File: config.mk
export PLATFORM = sky130hd
export DESIGN_NAME = conf_add_sched_flat
export DESIGN_NICKNAME = d
export VERILOG_FILES = /design/src/rtl/conf_add_sched_pkg.sv /design/src/rtl/conf_add_sched_if.sv /design/src/rtl/conf_add_sched_rr_arbiter.sv /design/src/rtl/conf_add_sched.sv /design/src/flat_wrapper.sv
export SDC_FILE = /design/constraint.sdc
export NUM_CORES = 1
export LEC_CHECK = 0
export ABC_AREA = 1
export BUFFER_PORTS_ARGS = -buffer_cell sky130_fd_sc_hd__buf_2
export CAP_MARGIN = 10
export CORE_AREA = 3 3 161 163
export DETAILED_ROUTE_END_ITERATION = 8
export DIE_AREA = 0 0 164 166
export GPL_ROUTABILITY_DRIVEN = 0
export MAX_ROUTING_LAYER = met4
export SETUP_SLACK_MARGIN = 0.2
export SLEW_MARGIN = 15
export SYNTH_ARGS = -nofsm -noshare
export SYNTH_HDL_FRONTEND = slang
export SYNTH_HIERARCHICAL = 1
export SYNTH_SLANG_ARGS = --single-unit
File: constraint.sdc
create_clock -name clk -period 2.5 [get_ports clk]
set_input_delay 0.5 -clock clk [delete_from_list [all_inputs] [get_ports clk]]
set_output_delay 0.5 -clock clk [all_outputs]
set_load 0.1 [all_outputs]
File: src/rtl/conf_add_sched_pkg.sv
// rtl/conf_add_sched_pkg.sv - shared types, widths and helpers for the adder scheduler
package conf_add_pkg;

  // Width of the adder's accuracy configuration select.
  localparam int CONF_W = 3;

  typedef enum logic [1:0] {
    IDLE   = 2'd0,
    SETTLE = 2'd1,
    EXEC   = 2'd2,
    RESP   = 2'd3
  } sched_state_t;

  // Requester-id width; never narrower than one bit.
  function automatic int id_w(input int n);
    int w;
    w = $clog2(n);
    return (w < 1) ? 1 : w;
  endfunction

endpackage

File: src/rtl/conf_add_sched_if.sv
// rtl/conf_add_sched_if.sv - request, adder and response signal bundle for the scheduler
interface conf_add_sched_if #(
  parameter int NUM_REQ     = 4,
  parameter int OP_BITWIDTH = 32
);
  import conf_add_pkg::*;

  localparam int ID_W = id_w(NUM_REQ);

  // Requester side, requester k at slice k.
  logic [NUM_REQ-1:0]             req_valid;
  logic [NUM_REQ-1:0]             req_ready;
  logic [NUM_REQ*OP_BITWIDTH-1:0] req_a;
  logic [NUM_REQ*OP_BITWIDTH-1:0] req_b;
  logic [NUM_REQ*CONF_W-1:0]      req_conf;

  // Shared adder; add_c is combinational from add_a/add_b.
  logic [OP_BITWIDTH-1:0]         add_a;
  logic [OP_BITWIDTH-1:0]         add_b;
  logic [CONF_W-1:0]              add_conf_select;
  logic [OP_BITWIDTH-1:0]         add_c;

  // Response side.
  logic                           resp_valid;
  logic                           resp_ready;
  logic [ID_W-1:0]                resp_id;
  logic [OP_BITWIDTH-1:0]         resp_data;

  modport slave (
    input  req_valid, req_a, req_b, req_conf, add_c, resp_ready,
    output req_ready, add_a, add_b, add_conf_select, resp_valid, resp_id, resp_data
  );

  modport master (
    output req_valid, req_a, req_b, req_conf, add_c, resp_ready,
    input  req_ready, add_a, add_b, add_conf_select, resp_valid, resp_id, resp_data
  );

endinterface

File: src/rtl/conf_add_sched_rr_arbiter.sv
// rtl/conf_add_sched_rr_arbiter.sv - combinational round-robin grant starting at a pointer
module rr_arbiter #(
  parameter int NUM_REQ = 4,
  parameter int ID_W    = 2
) (
  input  logic [NUM_REQ-1:0] req,
  input  logic [ID_W-1:0]    ptr,
  output logic [NUM_REQ-1:0] gnt,
  output logic [ID_W-1:0]    gnt_id,
  output logic               any
);

  // Pick the first active requester at or after ptr, searching upward with wrap.
  always_comb begin
    int          idx;
    logic [ID_W-1:0] sel;
    gnt    = '0;
    gnt_id = '0;
    any    = 1'b0;
    idx    = 0;
    sel    = '0;
    for (int i = 0; i < NUM_REQ; i++) begin
      idx = int'(ptr) + i;
      if (idx >= NUM_REQ) idx = idx - NUM_REQ;
      sel = ID_W'(idx);
      if (!any && req[sel]) begin
        any      = 1'b1;
        gnt[sel] = 1'b1;
        gnt_id   = sel;
      end
    end
  end

endmodule

File: src/rtl/conf_add_sched.sv
// rtl/conf_add_sched.sv - round-robin scheduler sharing one adder; CONF_ADD_SCHED_SETTLE_EN adds a reconfiguration settle cycle
module conf_add_sched
  import conf_add_pkg::*;
#(
  parameter int NUM_REQ            = 4,
  parameter int OP_BITWIDTH        = 32,
  parameter int DATA_PATH_BITWIDTH = 32
) (
  input  logic              clk,
  input  logic              rst,
  conf_add_sched_if.slave   bus,
  output logic              busy
);

  localparam int ID_W = id_w(NUM_REQ);

  if (NUM_REQ < 2 || NUM_REQ > 8 || DATA_PATH_BITWIDTH < 1) begin : g_param_check
    $error("conf_add_sched: unsupported parameter set");
  end

  sched_state_t           state;
  sched_state_t           state_nxt;

  logic [ID_W-1:0]        rr_ptr;
  logic [ID_W-1:0]        ptr_next;
  logic [NUM_REQ-1:0]     gnt;
  logic [ID_W-1:0]        gnt_id;
  logic                   gnt_any;

  logic [OP_BITWIDTH-1:0] gnt_a;
  logic [OP_BITWIDTH-1:0] gnt_b;
  logic [CONF_W-1:0]      gnt_conf;

  logic [OP_BITWIDTH-1:0] op_a;
  logic [OP_BITWIDTH-1:0] op_b;
  logic [CONF_W-1:0]      op_conf;
  logic [ID_W-1:0]        op_id;
  logic [OP_BITWIDTH-1:0] resp_data_q;

  logic                   accept;
  logic                   capture;
  logic                   release_resp;

`ifdef CONF_ADD_SCHED_SETTLE_EN
  logic [CONF_W-1:0]      last_conf;
  logic                   need_settle;

  // A conf change relative to the last executed op needs one settle cycle.
  assign need_settle = (gnt_conf != last_conf);
`endif

  rr_arbiter #(
    .NUM_REQ (NUM_REQ),
    .ID_W    (ID_W)
  ) u_arb (
    .req    (bus.req_valid),
    .ptr    (rr_ptr),
    .gnt    (gnt),
    .gnt_id (gnt_id),
    .any    (gnt_any)
  );

  // Select the granted requester's fields using the one-hot grant.
  always_comb begin
    gnt_a    = '0;
    gnt_b    = '0;
    gnt_conf = '0;
    for (int k = 0; k < NUM_REQ; k++) begin
      if (gnt[k]) begin
        gnt_a    = bus.req_a[k*OP_BITWIDTH +: OP_BITWIDTH];
        gnt_b    = bus.req_b[k*OP_BITWIDTH +: OP_BITWIDTH];
        gnt_conf = bus.req_conf[k*CONF_W +: CONF_W];
      end
    end
  end

  assign ptr_next = (op_id == ID_W'(NUM_REQ - 1)) ? '0 : op_id + ID_W'(1);

  // Next-state and per-state strobes.
  always_comb begin
    state_nxt    = state;
    accept       = 1'b0;
    capture      = 1'b0;
    release_resp = 1'b0;
    case (state)
      IDLE: begin
        if (gnt_any) begin
          accept = 1'b1;
`ifdef CONF_ADD_SCHED_SETTLE_EN
          state_nxt = need_settle ? SETTLE : EXEC;
`else
          state_nxt = EXEC;
`endif
        end
      end
`ifdef CONF_ADD_SCHED_SETTLE_EN
      SETTLE: state_nxt = EXEC;
`endif
      EXEC: begin
        capture   = 1'b1;
        state_nxt = RESP;
      end
      RESP: begin
        if (bus.resp_ready) begin
          release_resp = 1'b1;
          state_nxt    = IDLE;
        end
      end
      default: state_nxt = IDLE;
    endcase
  end

  // State register.
  always_ff @(posedge clk) begin
    if (rst) state <= IDLE;
    else     state <= state_nxt;
  end

  // Operation latch on grant, result capture in EXEC, pointer advance on response handshake.
  always_ff @(posedge clk) begin
    if (rst) begin
      op_a        <= '0;
      op_b        <= '0;
      op_conf     <= '0;
      op_id       <= '0;
      resp_data_q <= '0;
      rr_ptr      <= '0;
`ifdef CONF_ADD_SCHED_SETTLE_EN
      last_conf   <= '0;
`endif
    end else begin
      if (accept) begin
        op_a    <= gnt_a;
        op_b    <= gnt_b;
        op_conf <= gnt_conf;
        op_id   <= gnt_id;
      end
      if (capture) begin
        resp_data_q <= bus.add_c;
`ifdef CONF_ADD_SCHED_SETTLE_EN
        last_conf   <= op_conf;
`endif
      end
      if (release_resp) rr_ptr <= ptr_next;
    end
  end

  // The op registers only change on a grant, so the adder inputs keep their last values otherwise.
  assign bus.add_a           = op_a;
  assign bus.add_b           = op_b;
  assign bus.add_conf_select = op_conf;

  assign bus.req_ready  = (state == IDLE) ? gnt : '0;
  assign bus.resp_valid = (state == RESP);
  assign bus.resp_id    = op_id;
  assign bus.resp_data  = resp_data_q;
  assign busy           = (state != IDLE);

endmodule

File: src/flat_wrapper.sv
// flat-port wrapper written by rule: the top's interface ports become plain ports
module conf_add_sched_flat import conf_add_pkg::*;
#(
  parameter int NUM_REQ            = 4,
  parameter int OP_BITWIDTH        = 32,
  parameter int DATA_PATH_BITWIDTH = 32
)
  (clk, rst, busy, bus_req_valid, bus_req_a, bus_req_b, bus_req_conf, bus_add_c, bus_resp_ready, bus_req_ready, bus_add_a, bus_add_b, bus_add_conf_select, bus_resp_valid, bus_resp_id, bus_resp_data);
  conf_add_sched_if #(.NUM_REQ(NUM_REQ), .OP_BITWIDTH(OP_BITWIDTH)) bus_i ();
  input  logic clk;
  input  logic rst;
  output logic busy;
  input wire logic [$bits(bus_i.req_valid)-1:0] bus_req_valid;
  input wire logic [$bits(bus_i.req_a)-1:0] bus_req_a;
  input wire logic [$bits(bus_i.req_b)-1:0] bus_req_b;
  input wire logic [$bits(bus_i.req_conf)-1:0] bus_req_conf;
  input wire logic [$bits(bus_i.add_c)-1:0] bus_add_c;
  input wire logic [$bits(bus_i.resp_ready)-1:0] bus_resp_ready;
  output wire logic [$bits(bus_i.req_ready)-1:0] bus_req_ready;
  output wire logic [$bits(bus_i.add_a)-1:0] bus_add_a;
  output wire logic [$bits(bus_i.add_b)-1:0] bus_add_b;
  output wire logic [$bits(bus_i.add_conf_select)-1:0] bus_add_conf_select;
  output wire logic [$bits(bus_i.resp_valid)-1:0] bus_resp_valid;
  output wire logic [$bits(bus_i.resp_id)-1:0] bus_resp_id;
  output wire logic [$bits(bus_i.resp_data)-1:0] bus_resp_data;
  assign bus_i.req_valid = bus_req_valid;
  assign bus_i.req_a = bus_req_a;
  assign bus_i.req_b = bus_req_b;
  assign bus_i.req_conf = bus_req_conf;
  assign bus_i.add_c = bus_add_c;
  assign bus_i.resp_ready = bus_resp_ready;
  assign bus_req_ready = bus_i.req_ready;
  assign bus_add_a = bus_i.add_a;
  assign bus_add_b = bus_i.add_b;
  assign bus_add_conf_select = bus_i.add_conf_select;
  assign bus_resp_valid = bus_i.resp_valid;
  assign bus_resp_id = bus_i.resp_id;
  assign bus_resp_data = bus_i.resp_data;
  conf_add_sched #(.NUM_REQ(NUM_REQ), .OP_BITWIDTH(OP_BITWIDTH), .DATA_PATH_BITWIDTH(DATA_PATH_BITWIDTH)) u_core (.clk(clk), .rst(rst), .bus(bus_i), .busy(busy));
endmodule
---- Word-level counts from Yosys, hierarchy flattened ----
Cells that the tools add are included.
operators by class
  bitwise logic cells ..................... 3
  $add $sub $neg .......................... 8
  magnitude comparators ................... 12
  reductions and logical operators ........ 13
  multiplexer cells ....................... 54
  equal/unequal tests ..................... 5
operator list
  cell                                                                                  count
  32-bit 2-to-1 mux                                                                     8
  2-bit 2-to-1 mux                                                                      11
  4-bit 2-to-1 mux                                                                      5
  1-bit 2-to-1 mux                                                                      17
  2-bit by 3-bit < comparator with 1-bit output (second input constant)                 4
  3-bit 2-to-1 mux                                                                      4
  4-bit bitwise OR                                                                      3
  3-bit greater-or-equal comparator (second input constant)                             3
  1-bit binary-select mux with 2-bit select                                             4
  1-bit demux with 2-bit select                                                         4
  2-bit by 1-bit greater-or-equal comparator with 1-bit output (second input constant)  4
  2-bit by 1-bit subtractor with 2-bit output (second input constant)                   4
  1-bit logical AND                                                                     7
  2-bit by 2-bit adder with 3-bit output (second input constant)                        2
  2-bit equality test (second input constant)                                           3
  2-bit one-hot mux with 3 select lines                                                 1
  2-bit by 1-bit adder with 3-bit output (second input constant)                        1
  2-bit by 3-bit greater-or-equal comparator with 1-bit output (second input constant)  1
  1-bit logical NOT                                                                     3
  2-bit by 1-bit adder with 2-bit output (second input constant)                        1
  2-bit logical NOT                                                                     1
  2-bit by 1-bit != test with 1-bit output (second input constant)                      1
  2-bit != test (second input constant)                                                 1
  2-bit AND reduction                                                                   1
  2-bit nonzero test                                                                    1
word-level totals
  output and inout port bits .............. 107
  bits of input ports ..................... 307
  bits in registers ....................... 105

---- Logic depth before layout (Yosys ltp) ----
Gate-level depths: netlist (run 1).
  depth in word-level cells ............... 18
  mapped depth ............................ 19

---- Hierarchy ----
Netlist (run 1), hierarchy kept.
by module, submodules not included
  module          area each (µm²)  times used  cells an instance  seq. area each (µm²)
  conf_add_sched  6362.4           1           1059               2102.0
  rr_arbiter      440.4            1           74                 0.0

---- Least setup slack after synthesis (run 1) ----
OpenSTA, ideal clock, no wires.
  path type ............................... flip-flop to output port
  start ................................... register u_core.rr_ptr[0]
  end ..................................... output bus_req_ready[0]
  data arrival time ....................... 3248 ps
  buffers on the path ..................... 3
  cell stages (with the launch flop) ...... 14
  required time ........................... 2000 ps
  path slack .............................. -1248 ps
  cells stage by stage .................... dfxtp_1 -> inv_2 -> ha_1 -> inv_1 -> nand3_1 -> nand2_1 -> nor2_1 -> a21oi_1 -> nand3_1 -> buf_2 -> buf_6 -> buf_6 -> inv_1 -> nor2_1
on the way
  longest elaborated chain between the ends .. 15
  elaborated cells on any way between the ends .. 60
  classes of those cells .................. 7 x add/sub; 12 x order compare; 28 x mux; 3 x bitwise; 10 x reduce/logical
ends and longest elaborated chain
  item                                                                                             RTL line                         text
  start, declared                                                                                  conf_add_sched.sv:24             logic [ID_W-1:0] rr_ptr;
  start signal, assigned                                                                           conf_add_sched.sv:144            if (release_resp) rr_ptr <= ptr_next;
  parallel branches: the longest is 13 deep, another holds 2-bit by 1-bit adder with 3-bit output  n/a
  4-bit 2-to-1 mux *                                                                               conf_add_sched_rr_arbiter.sv:26  if (!any && req[sel]) begin
  named net u_core.gnt[0]                                                                          conf_add_sched.sv:26             logic [NUM_REQ-1:0] gnt;
  4-bit 2-to-1 mux *                                                                               conf_add_sched.sv:153            assign bus.req_ready = (state == IDLE) ? gnt : '0;
  end, declared                                                                                    flat_wrapper.sv:19               output wire logic [$bits(bus_i.req_ready)-1:0] bus_req_ready;
Mark *: on every way through the listed nets, which the timed path passes. The select of a mux whose other input is x is not followed.

---- Final worst setup path (run 1) ----
Ends and elaborated chain as after synthesis.

==> run_results.csv, run 1 <==
group,metric,value,unit
clock_tree,cts_inserted_buffers,9,
cells_and_area,mostFrequentLayoutCell,"sky130_fd_sc_hd__buf_2",
global_routing,pin_count_of_the_biggest_net_entering_global_routing,68,
worst_setup_path,cp_data_arrival_time,2.18,ns
synth,synthTopCellsByArea,"sky130_fd_sc_hd__dfxtp_1 31%, sky130_fd_sc_hd__nand2_1 23%, sky130_fd_sc_hd__nor2_1 11%",
synth,synth_top_area_cell,"sky130_fd_sc_hd__dfxtp_1",
power,intPower,3.714,mW
synth,netlist_area,0.006803,mm2
synth,synth_sequential_area_ratio,30.90,%
global_routing,track_usage,21.15,%
cells_and_area,layout.filler_cells,2525,
cells_and_area,layout.cell_area.non_filler,0.01119,mm2
route,dr.first_iter.drc_count,677,
sta,max_freq,373.8,MHz
worst_setup_path,timing.reg2reg.setup_slack,-0.15,ns
sta,timing.final.hold_violations,0,
worst_setup_path,setup.worst_path.start_class,"flop",
power,p_sw_share,48.74,%
synth,synth_cell_type_count,29,
status,violations_in_the_final_reports,"setup timing",
worst_setup_path,critical_path_peak_fanout,8,
cells_and_area,final_nets,1871,
place,buffers_added_on_ports,413,
sta,post-route-period-util,107.0,%
sta,finClkSkew,0.02275,ns
global_routing,wire_length_of_the_first_global_routing_pass,44770,um
worst_setup_path,worstReg2RegEnd,"u_core/bus.add_b[26]",
global_routing,grt_overflow_total,0,
die,rows,57,
sta,maxSlewViolCount,0,
die,initial_utilization,27.81,%
power,netSwitchingPower,3.532,mW
synth,synthesis.instances,1133,
worst_setup_path,rr_startpoint,"u_core/rr_ptr[0]",
min_path,hp-class,"input pin to flop",
synth,synthAdderAreaFrac,1.104,%
clock_tree,cts_tree,"done",
die,fp.dieArea,0.02722,mm2
synth,ys.warnings.count,6,
worst_setup_path,cp-end-kind,"output pin",
route,antenna_viol_nets_final,0,
sta,grt_setup_unrepaired,"true",
cells_and_area,layout_common_cells,"408 x sky130_fd_sc_hd__buf_2, 311 x sky130_fd_sc_hd__nand2_1, 203 x sky130_fd_sc_hd__nor2_1",
global_routing,antenna_violations_before_repair,3,
synth,synth_compound_gate_area_share,14.79,%
sta,slew-limit-headroom,29.99,%
power,seqPwrFrac,26.8,%
synth,netlist.area_leader.share,30.90,%
worst_setup_path,highest_delay_cell_along_the_critical_path,"sky130_fd_sc_hd__dfxtp_4",
worst_setup_path,worstRegToRegCells,20,
power,power_frac_comb,52.5,%
clock_tree,tritoncts_num_sinks,105,
route,drt_pre_antenna_iters,7,
route,via_count,9123,
clock_tree,post_cts_hold_buffer_count,0,
clock_tree,clockBufferDepth,2,
synth,synthXorXnorAreaFrac,0,%
synth,post_synth.cell_area_avg,6.004,um2
clock_tree,cts_max_level,3,
worst_setup_path,worst_setup_path_type,"flop to output pin",
route,wl,32210,um
synth,ys_ff_latch,105,
synth,synthMuxAreaShare,0,%
sta,final-setup-viol-count,67,
power,finalPower,7.246,mW
worst_setup_path,timing.critical_path.cells,"inv_8 -> ha_4 -> inv_4 -> nand2_2 -> nand2_2 -> nor2_4 -> buf_6 -> nand4_1 -> nand3_4 -> inv_2 -> nor2_4 -> buf_12",
min_path,timing.hold.worst.start,"bus_add_c[19]",
die,placeableCoreArea,0.02446,mm2
global_routing,grt_pass1_vias,8438,
worst_setup_path,worst_path_largest_cell_delay,0.39,ns
power,power_per_cell_area,647.5,mW/mm2
sta,finalCriticalPeriod,2.675,ns
min_path,min_delay_worst_endpoint,"u_core/bus.resp_data[19]",
die,die-height,166,um
place,place.detailed.hpwl,20510,um
clock_tree,clock_latency,0.37,ns
power,cellLeakagePower,5.931,nW
route,detail_route.drc_violations,0,
cells_and_area,final_layout_size_suffix_gt1_share,46.58,%
die,die_w,164,um
power,clock_power_share,20.7,%
place,postPlaceCellArea,0.009354,mm2
clock_tree,clk_transition_reported_paths,0.10,ns
cells_and_area,flow.area_growth_from_synthesis,64.50,%
route,vias_per_cell,4.827,
sta,worst_setup_margin,-0.1753,ns
job,maxCapViolCount,0,
power,worst_ir_drop_vdd,0.3464,mV
synth,yosys.area_share.simple,44.57,%
clock_tree,clock-root-buffer,"sky130_fd_sc_hd__clkbuf_16",
route,routedWlPerCell,17.04,um
synth,postSynthNetCount,1446,
sta,tightest_slew,1.049,ns
min_path,hold_path_depth,3,
status,run_status,"complete, but fails checks",
worst_setup_path,timing.critical_path.required,2.00,ns
die,io-pin-count,414,
synth,largest_family_of_logic_cells_by_synthesized_area,"simple AND/OR/NAND/NOR gates",
final cells by class:
cell class	count	area (um2)	share of cell area [%]
multi-input combinational	923	4752	42.46
timing repair buffer	500	3503	31.31
sequential	105	2110	18.85
tap	324	405.4	3.623
clock buffer	9	225.2	2.013
inverter	19	103.9	0.9280
clock inverter	7	83.83	0.7491
antenna	3	7.507	0.06708
routing by layer:
metal / vias up / track usage, % / wire, um
met2: 422 / 36.16 / 16200
met1: 4166 / 24.77 / 12590
met5: - / - / 0
li1: 4470 / - / -
met3: 65 / 4.490 / 2629
met4: 0 / 6.436 / 786
cell usage after synthesis (all sizes together):
library cell / count
dfxtp: 105
nand2: 429
a21oi: 145
or2: 1
nand3: 85
nor2: 210
nand4: 7
nor3: 1
a21boi: 4
clkbuf: 21
clkinv: 1
o21ai: 35
buf: 65
inv: 18
ha: 6
state kept, by name, summed over array words and instances, names as in the netlist:
name                        cells
u_core/bus.add_a               32
u_core/bus.add_b               32
u_core/bus.resp_data           32
u_core/bus.add_conf_select      3
u_core/bus.resp_id              2
u_core/rr_ptr                   2
u_core/state                    2
power by group through the flow:
stage | Clock [mW] | Combinational, mW | Sequential (mW)
floorplan | 0 | 1.13 | 3.24
CTS | 1.56 | 3.45 | 1.94
detailed placement | 0 | 3.18 | 1.98
global placement | 0 | 3.17 | 1.97
finish | 1.50 | 3.80 | 1.94
global route | 1.61 | 4.03 | 1.97
worst max path at each step:
stage                           from              endpoint  slack (ns)
global route        u_core/rr_ptr[0]      bus_req_ready[0]       -0.28
finish              u_core/rr_ptr[0]      bus_req_ready[0]       -0.18
global placement    bus_req_valid[3]  u_core/bus.add_b[19]        0.07
floorplan           u_core/rr_ptr[0]      bus_req_ready[0]       -0.17
CTS                 u_core/rr_ptr[0]      bus_req_ready[0]       -0.20
detailed placement  bus_req_valid[1]  u_core/bus.add_b[20]        0.03
critical path, delay by kind of cell (launching register included):
| family | cells | cell delay (ns) |
|---|---|---|
| buf+inv | 5 | 0.44 |
| simple gates | 6 | 0.67 |
| fa+ha+maj | 1 | 0.30 |
| flops | 1 | 0.39 |
what timing repair did:
item / 4_1_cts / 5_1_grt
setup buffers: 25 / 14
endpoints found under the setup margin: 70 / 73
gates cloned: 10 / 7
pin swaps: 21 / 98
endpoints found under the hold margin: 0 / 0
resized for setup: 48 / 171
logic make-up (layout without fill, tap and decap cells):
family,count (synthesis),count (layout)
AO/OA/AOI/OAI,184,184
adder cells (fa/ha/maj),6,6
AND/OR/NAND/NOR,733,733
flip-flops,105,105
other,0,3
buffers and inverters,105,535
through the flow:
step	setup TNS [ns]	std cells	util (%)	hold slack, ns	worst slack [ns]
after floorplan	-0.4238	1133	-	0.5031	-0.1708
after global placement	0	1815	38.24	0.4501	0.07205
after detailed placement	0	1815	38.24	0.4524	0.02728
after CTS	-3.453	1866	42.19	0.3282	-0.1981
after global routing	-13.61	1890	45.75	0.3470	-0.2813
final	-5.747	1890	45.75	0.3412	-0.1753
No activity file was read; power rests on OpenSTA's default activity.
==> inputs of run 2 (changes only) <==
==> constraint.sdc (replaced) <==
create_clock -name clk -period 2.5 [get_ports clk]
set_input_delay 0 -clock clk [delete_from_list [all_inputs] [get_ports clk]]
set_output_delay 0 -clock clk [all_outputs]
set_load 0.1 [all_outputs]
==> run 2 against run 1 <==
The run now ends clean. Global-route usage is 0.28 points higher. Critical endpoint is now bus_req_ready[1]. Final cell count is 0.21% higher. Critical path depth stayed put. Worst hold slack worse by 0.33 ns. Core utilization is 2.9 points lower.
==> run_results.csv, run 2 (synthesized netlist as in run 1, its figures left out) <==
group,metric,value,unit
status,run_status,"complete, no violations",
sta,maxSlewViolCount,0,
clock_tree,clock-root-buffer,"sky130_fd_sc_hd__clkbuf_16",
route,routedWlPerCell,16.49,um
worst_setup_path,timing.critical_path.cells,"inv_2 -> ha_4 -> inv_4 -> nand3_1 -> nand2_2 -> nor2_4 -> a21oi_2 -> nand3_4 -> clkinv_8 -> buf_16 -> nor2_4 -> buf_12",
worst_setup_path,critPathMostFrequentCell,"sky130_fd_sc_hd__nor2_4",
sta,grt_setup_unrepaired,"true",
global_routing,grt_pass1_vias,8224,
route,antenna_viol_nets_final,0,
place,place.detailed.hpwl,21250,um
power,power_per_cell_area,658.6,mW/mm2
min_path,min_delay_worst_endpoint,"u_core/bus.add_a[28]",
die,placeableCoreArea,0.02446,mm2
sta,finClkSkew,0.01571,ns
place,buffers_added_on_ports,413,
route,detail_route.drc_violations,0,
sta,tightest_slew,1.017,ns
global_routing,wire_length_of_the_first_global_routing_pass,45080,um
power,worst_ir_drop_vdd,0.3411,mV
cells_and_area,final_nets,1875,
min_path,hp-class,"input pin to flop",
route,wl,31240,um
route,vias_per_cell,4.785,
die,fp.dieArea,0.02722,mm2
cells_and_area,final_layout_size_suffix_gt1_share,36.38,%
global_routing,antenna_violations_before_repair,3,
route,drt_pre_antenna_iters,6,
sta,slew-limit-headroom,32.23,%
power,cellLeakagePower,5.586,nW
worst_setup_path,highest_delay_cell_along_the_critical_path,"sky130_fd_sc_hd__dfxtp_2",
clock_tree,cts_inserted_buffers,9,
worst_setup_path,timing.reg2reg.setup_slack,0.27,ns
die,die_w,164,um
clock_tree,clockBufferDepth,2,
die,initial_utilization,27.81,%
sta,timing.final.hold_violations,0,
sta,max_freq,444.8,MHz
clock_tree,clk_transition_reported_paths,0.08,ns
clock_tree,clock_latency,0.36,ns
worst_setup_path,worst_path_largest_cell_delay,0.34,ns
die,rows,57,
cells_and_area,flow.area_growth_from_synthesis,54.02,%
sta,final-setup-viol-count,0,
sta,post-route-period-util,89.94,%
global_routing,track_usage,21.44,%
worst_setup_path,setup.worst_path.start_class,"flop",
cells_and_area,layout.filler_cells,2594,
power,finalPower,6.901,mW
cells_and_area,layout.cell_area.non_filler,0.01048,mm2
place,pre_cts_ws,0.1136,ns
worst_setup_path,cp_data_arrival_time,2.25,ns
min_path,hold_path_depth,5,
job,maxCapViolCount,0,
global_routing,pin_count_of_the_biggest_net_entering_global_routing,77,
sta,final.hold.worst_slack,0.01469,ns
sta,worst_setup_margin,0.2516,ns
place,postPlaceCellArea,0.009244,mm2
worst_setup_path,rr_startpoint,"u_core/rr_ptr[1]",
clock_tree,tritoncts_num_sinks,105,
sta,setup_tns,0,ns
die,die-height,166,um
cells_and_area,mostFrequentLayoutCell,"sky130_fd_sc_hd__nand2_1",
cells_and_area,ff_latch_area,0.002105,mm2
min_path,timing.hold.worst.start,"bus_req_a[92]",
cells_and_area,layout_common_cells,"415 x sky130_fd_sc_hd__nand2_1, 408 x sky130_fd_sc_hd__buf_2, 203 x sky130_fd_sc_hd__nor2_1",
clock_tree,cts_max_level,3,
die,io-pin-count,414,
worst_setup_path,cp-end-kind,"output pin",
global_routing,grt_overflow_total,0,
route,via_count,9063,
sta,finalCriticalPeriod,2.248,ns
worst_setup_path,worstRegToRegCells,16,
clock_tree,cts_tree,"done",
worst_setup_path,worst_setup_path_type,"flop to output pin",
worst_setup_path,timing.critical_path.required,2.50,ns
cells_and_area,multi_input_area,0.004333,mm2
worst_setup_path,critical_path_peak_fanout,6,
worst_setup_path,worstReg2RegEnd,"u_core/bus.add_a[21]",
route,dr.first_iter.drc_count,716,
run 2: cell count changes in the layout (fill, tap and decap cells not counted), sizes merged:
| cell | before | now |
|---|---|---|
| buf | 492 | 455 |
| clkbuf | 15 | 10 |
| bufbuf | 2 | 3 |
| nor2 | 210 | 211 |
| bufinv | 0 | 1 |
| clkinv | 5 | 4 |
| inv | 21 | 20 |
| dlygate4sd3 | 0 | 44 |
| clkinvlp | 0 | 1 |
run 2: per-stage QoR:
step	util [%]	cells
2_1_floorplan	-	1133
3_3_place_gp	37.79	1810
3_5_place_dp	37.79	1810
4_1_cts	42.00	1885
5_1_grt	42.83	1894
6_report	42.83	1894
run 2: layout make-up:
class                   instances  share of cell area, %
inverters                      19                 0.8479
flip-flops and latches        105                  20.09
repair buffers                503                  30.68
well taps                     324                  3.869
multi-input cells             924                  41.35
clock inverters                 7                 0.9434
clock buffers                   9                  2.150
diodes                          3                0.07165
run 2: per-layer routing:
layer	up-vias	track usage [%]	wire length, um	share of wire [%]
met5	-	-	0	0
met4	0	7.871	1103	3.5
met3	74	3.492	2257	7.2
met2	436	35.90	15070	48
met1	4080	25.80	12810	41
li1	4473	-	-	-
run 2: repair_timing:
| item | in CTS | in global routing |
|---|---|---|
| resized for setup | 12 | 35 |
| hold buffers | 44 | 0 |
| buffers inserted | 11 | 5 |
| pin swaps | 6 | 14 |
| gates cloned | 4 | 1 |
| setup endpoints to repair | 71 | 73 |
| endpoints found under the hold margin | 46 | 0 |
run 2: critical path, delay by kind of cell, from the launching register on:
kind	cells	cell delay, ns
buf+inv	5	0.53
flops	1	0.34
simple gates	5	0.61
compound gates	1	0.11
fa+ha+maj	1	0.30
run 2: worst max path at each step:
stage,slack [ns],depth (start not counted),from,to
after floorplan,0.24,14,u_core/rr_ptr[1],bus_req_ready[0]
after global placement,0.19,15,u_core/rr_ptr[1],u_core/bus.add_b[15]
after detailed placement,0.11,15,u_core/rr_ptr[1],u_core/bus.add_a[11]
after CTS,0.19,12,u_core/rr_ptr[1],bus_req_ready[1]
after global routing,0.11,16,u_core/rr_ptr[1],u_core/bus.add_b[25]
final,0.25,12,u_core/rr_ptr[1],bus_req_ready[1]
run 2: power breakdown:
group | leakage [nW] | switching [mW] | internal, mW | total, mW
clock network | 0.154 | 0.774 | 0.810 | 1.58
logic | 4.57 | 2.47 | 0.894 | 3.37
registers | 0.864 | 0.0958 | 1.85 | 1.95
